--- config.mk ---
export PLATFORM = sky130hd
export DESIGN_NAME = map_ss_seq
export DESIGN_NICKNAME = d
export VERILOG_FILES = /design/src/rtl/map_ss_seq.sv
export SDC_FILE = /design/constraint.sdc
export NUM_CORES = 1
export LEC_CHECK = 0
export BUFFER_PORTS_ARGS = -buffer_cell sky130_fd_sc_hd__buf_2
export CAP_MARGIN = 10
export CORE_ASPECT_RATIO = 0.7
export CORE_MARGIN = 8
export CORE_UTILIZATION = 47
export CTS_BUF_LIST = sky130_fd_sc_hd__clkbuf_4 sky130_fd_sc_hd__clkbuf_8
export DETAILED_ROUTE_END_ITERATION = 12
export PLACE_DENSITY = 0.74
export SYNTH_ARGS = -nofsm -noshare
export SYNTH_HDL_FRONTEND = slang
export SYNTH_SLANG_ARGS = --single-unit
--- constraint.sdc ---
create_clock -name clk -period 2.7 [get_ports clk]
set_input_delay 0.405 -clock clk [delete_from_list [all_inputs] [get_ports clk]]
set_output_delay 0.405 -clock clk [all_outputs]
set_load 0.005 [all_outputs]
--- src/rtl/map_ss_seq.sv ---
`default_nettype none
// ============================================================================
// Module   : map_ss_seq
// Function : Save-state sequencer. Walks the mapper's save-state registers and
//            copies them to a snapshot buffer (save) or back into the mapper
//            (load). Define SS_SUM_EN to add the ss_sum byte checksum output.
// Revision : 1.0 - initial release
// ============================================================================
module map_ss_seq #(
   parameter int SS_LEN  = 128,
   parameter int SETTLE  = 2,
   parameter int WE_HOLD = 24
) (
   input  logic       clk,
   input  logic       rst_n,
   input  logic       start_save,
   input  logic       start_load,
   input  logic       abort,
   output logic       busy,
   output logic       done,
   output logic       err,
   output logic       ss_act,
   output logic       ss_we,
   output logic [7:0] ss_addr,
   output logic [7:0] ss_wdat,
   input  logic [7:0] ss_rdat,
   output logic       mem_req,
   output logic       mem_we,
   output logic [7:0] mem_addr,
   output logic [7:0] mem_wdat,
   input  logic [7:0] mem_rdat,
   input  logic       mem_ack
`ifdef SS_SUM_EN
   ,
   output logic [7:0] ss_sum
`endif
);

   localparam int                c_cnt_max    = (WE_HOLD > SETTLE) ? WE_HOLD : SETTLE;
   localparam int                c_cw         = $clog2(c_cnt_max + 1);
   localparam logic [c_cw-1:0]   c_settle_end = c_cw'(SETTLE - 1);
   localparam logic [c_cw-1:0]   c_hold_end   = c_cw'(WE_HOLD - 1);
   localparam logic [7:0]        c_last_addr  = 8'(SS_LEN - 1);

   typedef enum logic [2:0] {
      S_IDLE   = 3'd0,
      S_SETTLE = 3'd1,
      S_SMEM   = 3'd2,
      S_LMEM   = 3'd3,
      S_LWE    = 3'd4,
      S_NEXT   = 3'd5,
      S_FIN    = 3'd6
   } state_t;

   state_t            r_state;
   logic [c_cw-1:0]   r_cnt;
   logic [7:0]        r_addr;
   logic              r_is_save;
   logic              r_busy;
   logic              r_done;
   logic              r_err;
   logic              r_act;
   logic              r_we;
   logic [7:0]        r_wdat;
   logic              r_mem_req;
   logic              r_mem_we;
   logic [7:0]        r_mem_wdat;
`ifdef SS_SUM_EN
   logic [7:0]        r_sum;
`endif

   always_ff @(posedge clk or negedge rst_n) begin
      if (!rst_n) begin
         r_state    <= S_IDLE;
         r_cnt      <= '0;
         r_addr     <= 8'd0;
         r_is_save  <= 1'b0;
         r_busy     <= 1'b0;
         r_done     <= 1'b0;
         r_err      <= 1'b0;
         r_act      <= 1'b0;
         r_we       <= 1'b0;
         r_wdat     <= 8'd0;
         r_mem_req  <= 1'b0;
         r_mem_we   <= 1'b0;
         r_mem_wdat <= 8'd0;
`ifdef SS_SUM_EN
         r_sum      <= 8'd0;
`endif
      end else begin
         r_done <= 1'b0;
         // Abort outranks everything, including an ack landing in the same cycle.
         if (r_state != S_IDLE && abort) begin
            r_state   <= S_IDLE;
            r_we      <= 1'b0;
            r_mem_req <= 1'b0;
            r_act     <= 1'b0;
            r_busy    <= 1'b0;
            r_err     <= 1'b1;
         end else begin
            case (r_state)
               S_IDLE: begin
                  if (start_save || start_load) begin
                     r_addr    <= 8'd0;
                     r_busy    <= 1'b1;
                     r_err     <= 1'b0;
                     r_act     <= 1'b1;
                     r_is_save <= start_save;
                     r_cnt     <= '0;
                     r_state   <= S_SETTLE;
`ifdef SS_SUM_EN
                     r_sum     <= 8'd0;
`endif
                  end
               end
               S_SETTLE: begin
                  if (r_cnt == c_settle_end) begin
                     r_mem_req <= 1'b1;
                     r_mem_we  <= r_is_save;
                     if (r_is_save) begin
                        r_mem_wdat <= ss_rdat;
                        r_state    <= S_SMEM;
                     end else begin
                        r_state    <= S_LMEM;
                     end
                  end else begin
                     r_cnt <= r_cnt + 1'b1;
                  end
               end
               S_SMEM: begin
                  if (mem_ack) begin
                     r_mem_req <= 1'b0;
                     r_state   <= S_NEXT;
`ifdef SS_SUM_EN
                     r_sum     <= r_sum + r_mem_wdat;
`endif
                  end
               end
               S_LMEM: begin
                  if (mem_ack) begin
                     r_mem_req <= 1'b0;
                     r_wdat    <= mem_rdat;
                     r_we      <= 1'b1;
                     r_cnt     <= '0;
                     r_state   <= S_LWE;
`ifdef SS_SUM_EN
                     r_sum     <= r_sum + mem_rdat;
`endif
                  end
               end
               S_LWE: begin
                  if (r_cnt == c_hold_end) begin
                     r_we    <= 1'b0;
                     r_state <= S_NEXT;
                  end else begin
                     r_cnt <= r_cnt + 1'b1;
                  end
               end
               S_NEXT: begin
                  r_cnt <= '0;
                  // Compare before incrementing so SS_LEN=256 ends at 255 without wrapping.
                  if (r_addr == c_last_addr) begin
                     r_state <= S_FIN;
                  end else begin
                     r_addr  <= r_addr + 8'd1;
                     r_state <= S_SETTLE;
                  end
               end
               S_FIN: begin
                  r_done  <= 1'b1;
                  r_act   <= 1'b0;
                  r_busy  <= 1'b0;
                  r_state <= S_IDLE;
               end
               default: r_state <= S_IDLE;
            endcase
         end
      end
   end

   assign busy     = r_busy;
   assign done     = r_done;
   assign err      = r_err;
   assign ss_act   = r_act;
   assign ss_we    = r_we;
   assign ss_addr  = r_addr;
   assign ss_wdat  = r_wdat;
   assign mem_req  = r_mem_req;
   assign mem_we   = r_mem_we;
   assign mem_addr = r_addr;
   assign mem_wdat = r_mem_wdat;
`ifdef SS_SUM_EN
   assign ss_sum   = r_sum;
`endif

endmodule
`default_nettype wire

# Word level (Yosys, flattened, before mapping)
# Cells that the tools add are included.
[word_totals]
register_bits = 39
wordCells = 91
in_bits = 22
mem_bits_rw = 0
output_inout_bits = 39
romBits = 0
n_memories = 0
latchBits = 0
[op_classes]
magnitude_cmp = 0
n_addsub = 2
n_reduce_logical = 23
bitwise = 1
eq_ne = 20
mux = 33
multipliers = 0
div = 0
n_shift = 0
[op_table]
columns = ["operator", "count"]
rows = [
  ["case mux 5 bit (5 select lines)", 1],
  ["two-way mux 3 bit", 7],
  ["two-way mux 5 bit", 4],
  ["case mux 3 bit (6 select lines)", 1],
  ["two-way mux 8 bit", 2],
  ["case mux 8 bit (2 select lines)", 1],
  ["!= test 3 bit (second input constant)", 5],
  ["AND reduction 3 bit", 5],
  ["two-way mux 1 bit", 14],
  ["nonzero test 3 bit", 4],
  ["!= test 2 bit (second input constant)", 5],
  ["equality test 3 bit (second input constant)", 3],
  ["adder 8 x 1 -> 8 bit (second input constant)", 1],
  ["equality test 8 x 7 -> 1 bit (second input constant)", 1],
  ["AND reduction 4 bit", 2],
  ["equality test 3 x 2 -> 1 bit (second input constant)", 2],
  ["case mux 1 bit (2 select lines)", 3],
  ["AND reduction 6 bit", 1],
  ["nonzero test 2 bit", 3],
  ["adder 5 x 1 -> 5 bit (second input constant)", 1],
  ["equality test 5 x 1 -> 1 bit (second input constant)", 1],
  ["equality test 5 bit (second input constant)", 1],
  ["AND reduction 5 bit", 1],
  ["nonzero test 5 bit", 1],
  ["other kinds (8)", 9],
]

# Longest topological paths before layout
# Gate-level depths: netlist of run 1.
[logic_depth]
ltp_word = 4
depth_mapped = 7
mapped_depth_nobuf = 7

# Worst setup path after synthesis of run 1
# OpenSTA, ideal clock, no wires.
[synth_path]
kind = "register to register"
from = "reg r_cnt[0]"
to = "reg r_cnt[3]"
required_time_ns = 2.597
synth_period_minus_slack_ns = 1.744
n_path_buf = 0
slack_ns = 0.956
path_stages_with_launch = 7
setup_ns = 0.103
arrival_ns = 1.640
path_cell_list = "dfrtp_1 > ha_1 > and4b_1 > a22oi_2 > o21ai_2 > or2_4 > o41ai_2"
[synth_via]
elab_chain_len = 3
elab_cells_between_ends = 9
classes_between = "1 x add/sub; 4 x eq/ne; 3 x mux; 1 x reduce/logical"
[synth_lines]
columns = ["element", "line_no", "rtl"]
rows = [
  ["start: declaration", "56", "logic [c_cw-1:0] r_cnt;"],
  ["start signal: assignment", "127", "r_cnt <= r_cnt + 1'b1;"],
  ["start signal: assignment", "156", "r_cnt <= r_cnt + 1'b1;"],
  ["adder 5 x 1 -> 5 bit (tied with other cells)", "127, 156", ""],
  ["two-way mux 5 bit (tied with other cells)", "152", "if (r_cnt == c_hold_end) begin"],
  ["case mux 5 bit (5 select lines) or AND reduction 6 bit (tied branches)", "n/a", ""],
]
# Parallel ways exist; a longest one is shown, timed or not. The select of a mux whose other input is x is not followed.
# A chain may end at the register's enable or synchronous reset.

# Final worst setup path of run 1
[layout_path]
from = "reg r_state[2]"
to = "reg r_cnt[3]"
[layout_via]
elab_chain_len = 4
elab_cells_between_ends = 15
classes_between = "8 x eq/ne; 1 x mux; 1 x bitwise; 5 x reduce/logical"
[layout_lines]
columns = ["element", "line_no", "rtl"]
rows = [
  ["start: declaration", "55", "state_t r_state;"],
  ["start signal: assignment", "74", "r_state <= S_IDLE;"],
  ["start signal: assignment", "94", "r_state <= S_IDLE;"],
  ["start signal: assignment", "110", "r_state <= S_SETTLE;"],
  ["branches (longest 4 deep; another with AND reduction 6 bit)", "n/a", ""],
]
# Parallel ways; which one is timed is not known.

==> impl_metrics.toml, run 1 <==
[critical_path]
critPathLaunchType = "flop"
endpoint = "r_cnt[3]"
reg2regPathDepth = 5
worstSetupPathType = "reg -> reg"
timing.rr.start = "r_state[2]"
path_max_fanout = 24
endpoint_kind = "flop"
r2r_slack_ns = 0.69
worstPathArrival_ns = 2.21
cp-startpoint = "r_state[2]"
reg2reg_to = "r_cnt[3]"
required_ns = 2.89

[pwr]
power_frac_seq_pct = 42.2
peakVddDrop_mv = 0.403
p_leak_nw = 1.18
pwr-share-clk_pct = 17.1
p_per_area_nw_per_um2 = 954
p_sw_uw = 867
p_int_mw = 1.40
p_sw_share_pct = 38.2
power_frac_comb_pct = 40.7

[sta]
fin_crit_sh_pct = 74.6
fmax_mhz = 496
timing.hold.ws_ns = 0.195
setup_ws_ns = 0.685
setup_viol = 0
hold_viol = 0
relSlewSlack_pct = 45.3
period_minus_slack_ns = 2.01
skew_ns = 0.00708
tightest_slew_ns = 0.821
tns_ns = 0
rsz0062_at_grt = "no"
maxSlewViolCount = 0

[clock_tree]
cts_tree = "yes"
clk_pin_slew_ns = 0.08
cts_resized = 0
htreeDepth = 2
cts_setup_buffers = 0
clock-sinks = 39
clockBufferDepth = 2
insertion_delay_ns = 0.29
cts-hold-fix-buffers = 0
cts_root_buf = "clkbuf_8"
numCtsBuffers = 5

[final_layout]
finalNonFillerCells = 299
multi_input_area_um2 = 923
postLayoutCellArea_um2 = 2380
nets = 268
area_growth_pct = 17.8
seqCellArea_um2 = 976
drive_gt1_share_pct = 39.8
num-fill-cells = 370
diodes = 0

[synth]
synthDistinctLibCells = 46
yosysTopAreaCellShare_pct = 48.4
ys_warn_count = 0
synth_area_leaders = "dfrtp_1, mux2_2, o21ai_0"
async_flop_share_pct = 100
synth_edf_count = 0
synthFlopType = "dfrtp_1"
yosys.area.top_type = "dfrtp_1"
syn_area_um2 = 2020
yosys.cell_count.top_type = "dfrtp_1"
syn_nets = 217
ys_ff_latch = 39
syn_area_per_cell_um2 = 10.5
synthTopCellsByCount = "dfrtp_1, o21ai_0, mux2_2"
syn_inst = 192
synth.yosys.seq_area_share_pct = 48.4

[grt]
grt_pass1_wl_mm = 7.81
grt_max_degree = 40
grt_pass1_vias = 1581
grtUsageTotal_pct = 14.6
grt_antenna_before_repair = 0
overflow = 0

[routing]
drt-initial-drc-count = 114
ant_nets = 0
dr.pass1.iters = 4
routed_via_density = 5.48
routedWlPerCell_um = 15.7
drc = 0
vias = 1639
drt-total-wl_mm = 4.69

[placement]
dp.cells = 291
pre_cts_slack_ns = 0.684
place_area_um2 = 2290
routabilityCongestion = 0.882
io_buffers = 60
dpl.hpwl_mm = 3.58

[die]
die_w_um = 94.3
rows = 20
core-area_um2 = 4230
die_y_um = 70.8
start_util_pct = 47.7
num_io_pins = 61
dieArea_um2 = 6680

[job]
maxCapViolCount = 0

[outcome]
outcome = "finished clean"

[min_path]
hp-class = "in -> async"
==> cell families after synthesis <==
kind of cell | count (synthesis) | share of synthesized area (%)
AOI/OAI and AO/OA | 52 | 17.9
xor gates and xnor gates | 1 | 0.434
adders and majority gates | 3 | 1.86
buffers and inverters | 21 | 5.83
DFF | 39 | 48.4
muxes | 17 | 9.43
and+or+nand+nor | 59 | 16.2
==> how the worst min path moves through the flow <==
stage | to | cells past startpoint | slack (ns)
floorplan | done | 0 | 0.11
global placement | ss_wdat[3] | 1 | 0.48
detailed placement | ss_wdat[7] | 1 | 0.49
CTS | mem_addr[7] | 1 | 0.23
global route | mem_addr[7] | 1 | 0.28
finish | mem_addr[7] | 1 | 0.20
==> worst max-delay path, stage by stage, from the launching register on <==
cell and delay, ns:
dfrtp_1 0.78, nor2_1 0.16, o22ai_1 0.28, o21ai_2 0.13, or2_4 0.29, o41ai_2 0.26
==> stage by stage <==
step	util, %	power, mW
6_report	56.2	2.27
5_1_grt	56.2	2.45
4_1_cts	56.2	2.29
3_5_place_dp	54.1	1.90
3_3_place_gp	54.1	1.85
2_1_floorplan	-	1.57
==> power by group through the flow <==
stage / Clock (mW) / Sequential (mW) / Combinational (mW)
final: 0.388 / 0.956 / 0.924
after global routing: 0.428 / 0.991 / 1.03
after CTS: 0.404 / 0.956 / 0.932
after detailed placement: 0 / 0.969 / 0.927
after global placement: 0 / 0.954 / 0.900
after floorplan: 0 / 0.911 / 0.663
==> state kept, by name, indices dropped and copies added, names as in the netlist <==
register   count
mem_addr       8
mem_wdat       8
ss_wdat        8
r_cnt          5
r_state        3
done           1
err            1
mem_req        1
mem_we         1
r_is_save      1
ss_act         1
ss_we          1
==> cell usage in the layout (no fill, tap or decap), types with 2 or more instances in the layout <==
master,netlist,routed
buf_2,3,60
dfrtp_1,39,39
o21ai_0,19,19
mux2_2,16,16
nor2_1,12,12
nand2_1,12,12
o31ai_1,8,8
nor3_1,6,6
nor2b_1,6,6
a21oi_1,6,6
inv_1,5,5
nand3_1,5,5
clkbuf_8,0,5
nand2b_1,4,4
nand4_1,3,3
ha_1,3,3
and3_1,2,2
o22ai_1,2,2
o41ai_1,2,2
a21o_1,2,2
a31oi_1,2,2
clkinvlp_4,0,2
==> layer usage <==
metal / vias up / wire length, um / global-route usage, %
met5: - / 0 / 0
met4: 0 / 56 / 5.78
met3: 5 / 543 / 4.97
met2: 75 / 1910 / 20.2
met1: 767 / 2190 / 20.2
li1: 792 / - / -
==> cell type report <==
type / instances / share of cell area, %
repair buffers: 60 / 12.6
multi-input cells: 132 / 38.9
clock buffers: 5 / 2.90
clock inverters: 3 / 0.843
inverters: 5 / 0.790
well taps: 55 / 2.90
flip-flops and latches: 39 / 41.1
No activity file was read; power rests on OpenSTA's default activity.
==> run 2, diff against run 1 <==
- clock period: 2.7 -> 2 ns (I/O delays scaled with it)
==> run 2 against run 1 <==
  * Count of clock-buffer cells in the layout grew 1
  * Global-route usage grew 0.47 points
  * Cell area rose by 6.3%
  * Hold slack gained 0.044 ns
  * Register-to-register slack got worse by 0.57 ns
  * Utilization rose by 3.5 points
  * Cell count rose by 4.0%
  * Die area unchanged
  * Clock skew down 0.0041 ns
  * Via count increased by 3.1%
  * Non-clock buffer count is 12 higher
==> impl_metrics.toml, run 2 (synthesis gave the netlist of run 1 again) <==
[outcome]
outcome = "finished clean"

[placement]
routabilityCongestion = 0.861
io_buffers = 60
pre_cts_slack_ns = 0.121
dp.cells = 301
place_area_um2 = 2360
dpl.hpwl_mm = 3.82

[die]
start_util_pct = 47.7
core-area_um2 = 4230
rows = 20
num_io_pins = 61
die_w_um = 94.3
die_y_um = 70.8
dieArea_um2 = 6680

[pwr]
p_leak_nw = 1.27
total_power_mw = 3.42
p_per_area_nw_per_um2 = 1350
p_sw_share_pct = 34.7
power_frac_comb_pct = 40.3
pwr-share-clk_pct = 22.9
p_int_mw = 2.23
p_sw_mw = 1.19
peakVddDrop_mv = 0.631
power_frac_seq_pct = 36.9

[sta]
period_minus_slack_ns = 1.88
timing.hold.ws_ns = 0.239
hold_viol = 0
maxSlewViolCount = 0
tns_ns = 0
relSlewSlack_pct = 69.7
skew_ns = 0.00301
tightest_slew_ns = 0.453
fmax_mhz = 532
setup_viol = 0
setup_ws_ns = 0.119
rsz0062_at_grt = "no"
fin_crit_sh_pct = 94.0

[critical_path]
cp.buffers_inverters = 0
max_stage_delay_ns = 0.42
endpoint_kind = "flop"
required_ns = 2.19
worstPathArrival_ns = 2.07
path_max_fanout = 6
crit_chain = "ha_1 > and4b_1 > a22oi_2 > o21ai_2 > or2_4 > o41ai_2"
cp_slowest_cell = "dfrtp_1"
reg2regPathDepth = 6
timing.rr.start = "r_cnt[0]"
reg2reg_to = "r_cnt[3]"
critical-path-top-delay-family = "compound AO/OA/AOI/OAI gates"
worstSetupPathType = "reg -> reg"
critPathLaunchType = "flop"
r2r_slack_ns = 0.12

[routing]
drt-initial-drc-count = 87
routedWlPerCell_um = 16.0
dr.max_layer_used = "met4"
drt-total-wl_mm = 4.97
wl_met1_mm = 2.34
wl_met3_um = 542
routed_via_density = 5.43
routed-wl-met2_mm = 2.04
vias = 1689
drc = 0
ant_nets = 0
dr.pass1.iters = 4

[clock_tree]
htreeDepth = 2
cts_root_buf = "clkbuf_8"
clk_pin_slew_ns = 0.07
clock-sinks = 39
insertion_delay_ns = 0.29
cts_tree = "yes"
clockBufferDepth = 2
numCtsBuffers = 5

[grt]
grt_pass1_wl_mm = 8.07
grt_antenna_before_repair = 0
grtUsageTotal_pct = 15.1
grt_pass1_vias = 1625
overflow = 0
grt_max_degree = 17

[final_layout]
postLayoutCellArea_um2 = 2520
drive_gt1_share_pct = 42.2
diodes = 0
utilization_pct = 59.7
nets = 280
num-fill-cells = 349
final_common_cell = "buf_2"
multi_input_area_um2 = 932
final_cell_mix = "buf_2, dfrtp_1, o21ai_0"
area_growth_pct = 25.2
finalNonFillerCells = 311
seqCellArea_um2 = 976

[min_path]
hp-class = "in -> reg"
hp-start = "mem_rdat[7]"
min_to = "ss_wdat[7]"
holdPathStages = 2

[job]
maxCapViolCount = 0
## run 2: what timing repair did
action                                  4_1_cts  5_1_grt
resized for setup                             0        1
hold endpoints to repair                     10        0
hold buffers                                  1        0
buffers inserted                              0        1
endpoints found under the setup margin        0        8
## run 2: power groups by stage
| stage | Sequential (mW) | Combinational [mW] | Clock, mW |
|---|---|---|---|
| floorplan | 1.23 | 0.895 | 0 |
| global placement | 1.26 | 1.31 | 0 |
| detailed placement | 1.27 | 1.36 | 0 |
| CTS | 1.26 | 1.36 | 0.799 |
| global route | 1.30 | 1.52 | 0.830 |
| finish | 1.26 | 1.37 | 0.781 |
## run 2: cell type report
| cell class | instances | area share (%) |
|---|---|---|
| Timing Repair Buffer | 72 | 15.6 |
| Sequential cell | 39 | 38.7 |
| Tap cell | 55 | 2.73 |
| Clock buffer | 6 | 3.02 |
| Clock inverter | 2 | 2.38 |
| Inverter | 5 | 0.743 |
| Multi-Input combinational cell | 132 | 36.9 |
## run 2: worst max-delay path by stage
stage	startpoint	end	slack, ns	cells after the start
3_3_place_gp	mem_addr[3]	mem_addr[7]	0.18	5
5_1_grt	r_cnt[0]	r_cnt[3]	0.003	6
4_1_cts	r_cnt[0]	r_cnt[3]	0.11	6
3_5_place_dp	r_cnt[0]	r_cnt[3]	0.12	6
6_report	r_cnt[0]	r_cnt[3]	0.12	6
2_1_floorplan	r_cnt[0]	r_cnt[3]	0.26	6
## run 2: per-layer routing
layer	vias up	track usage (%)
met5	-	0
met4	0	4.73
met3	5	5.07
met2	65	20.8
met1	797	21.3
li1	822	-
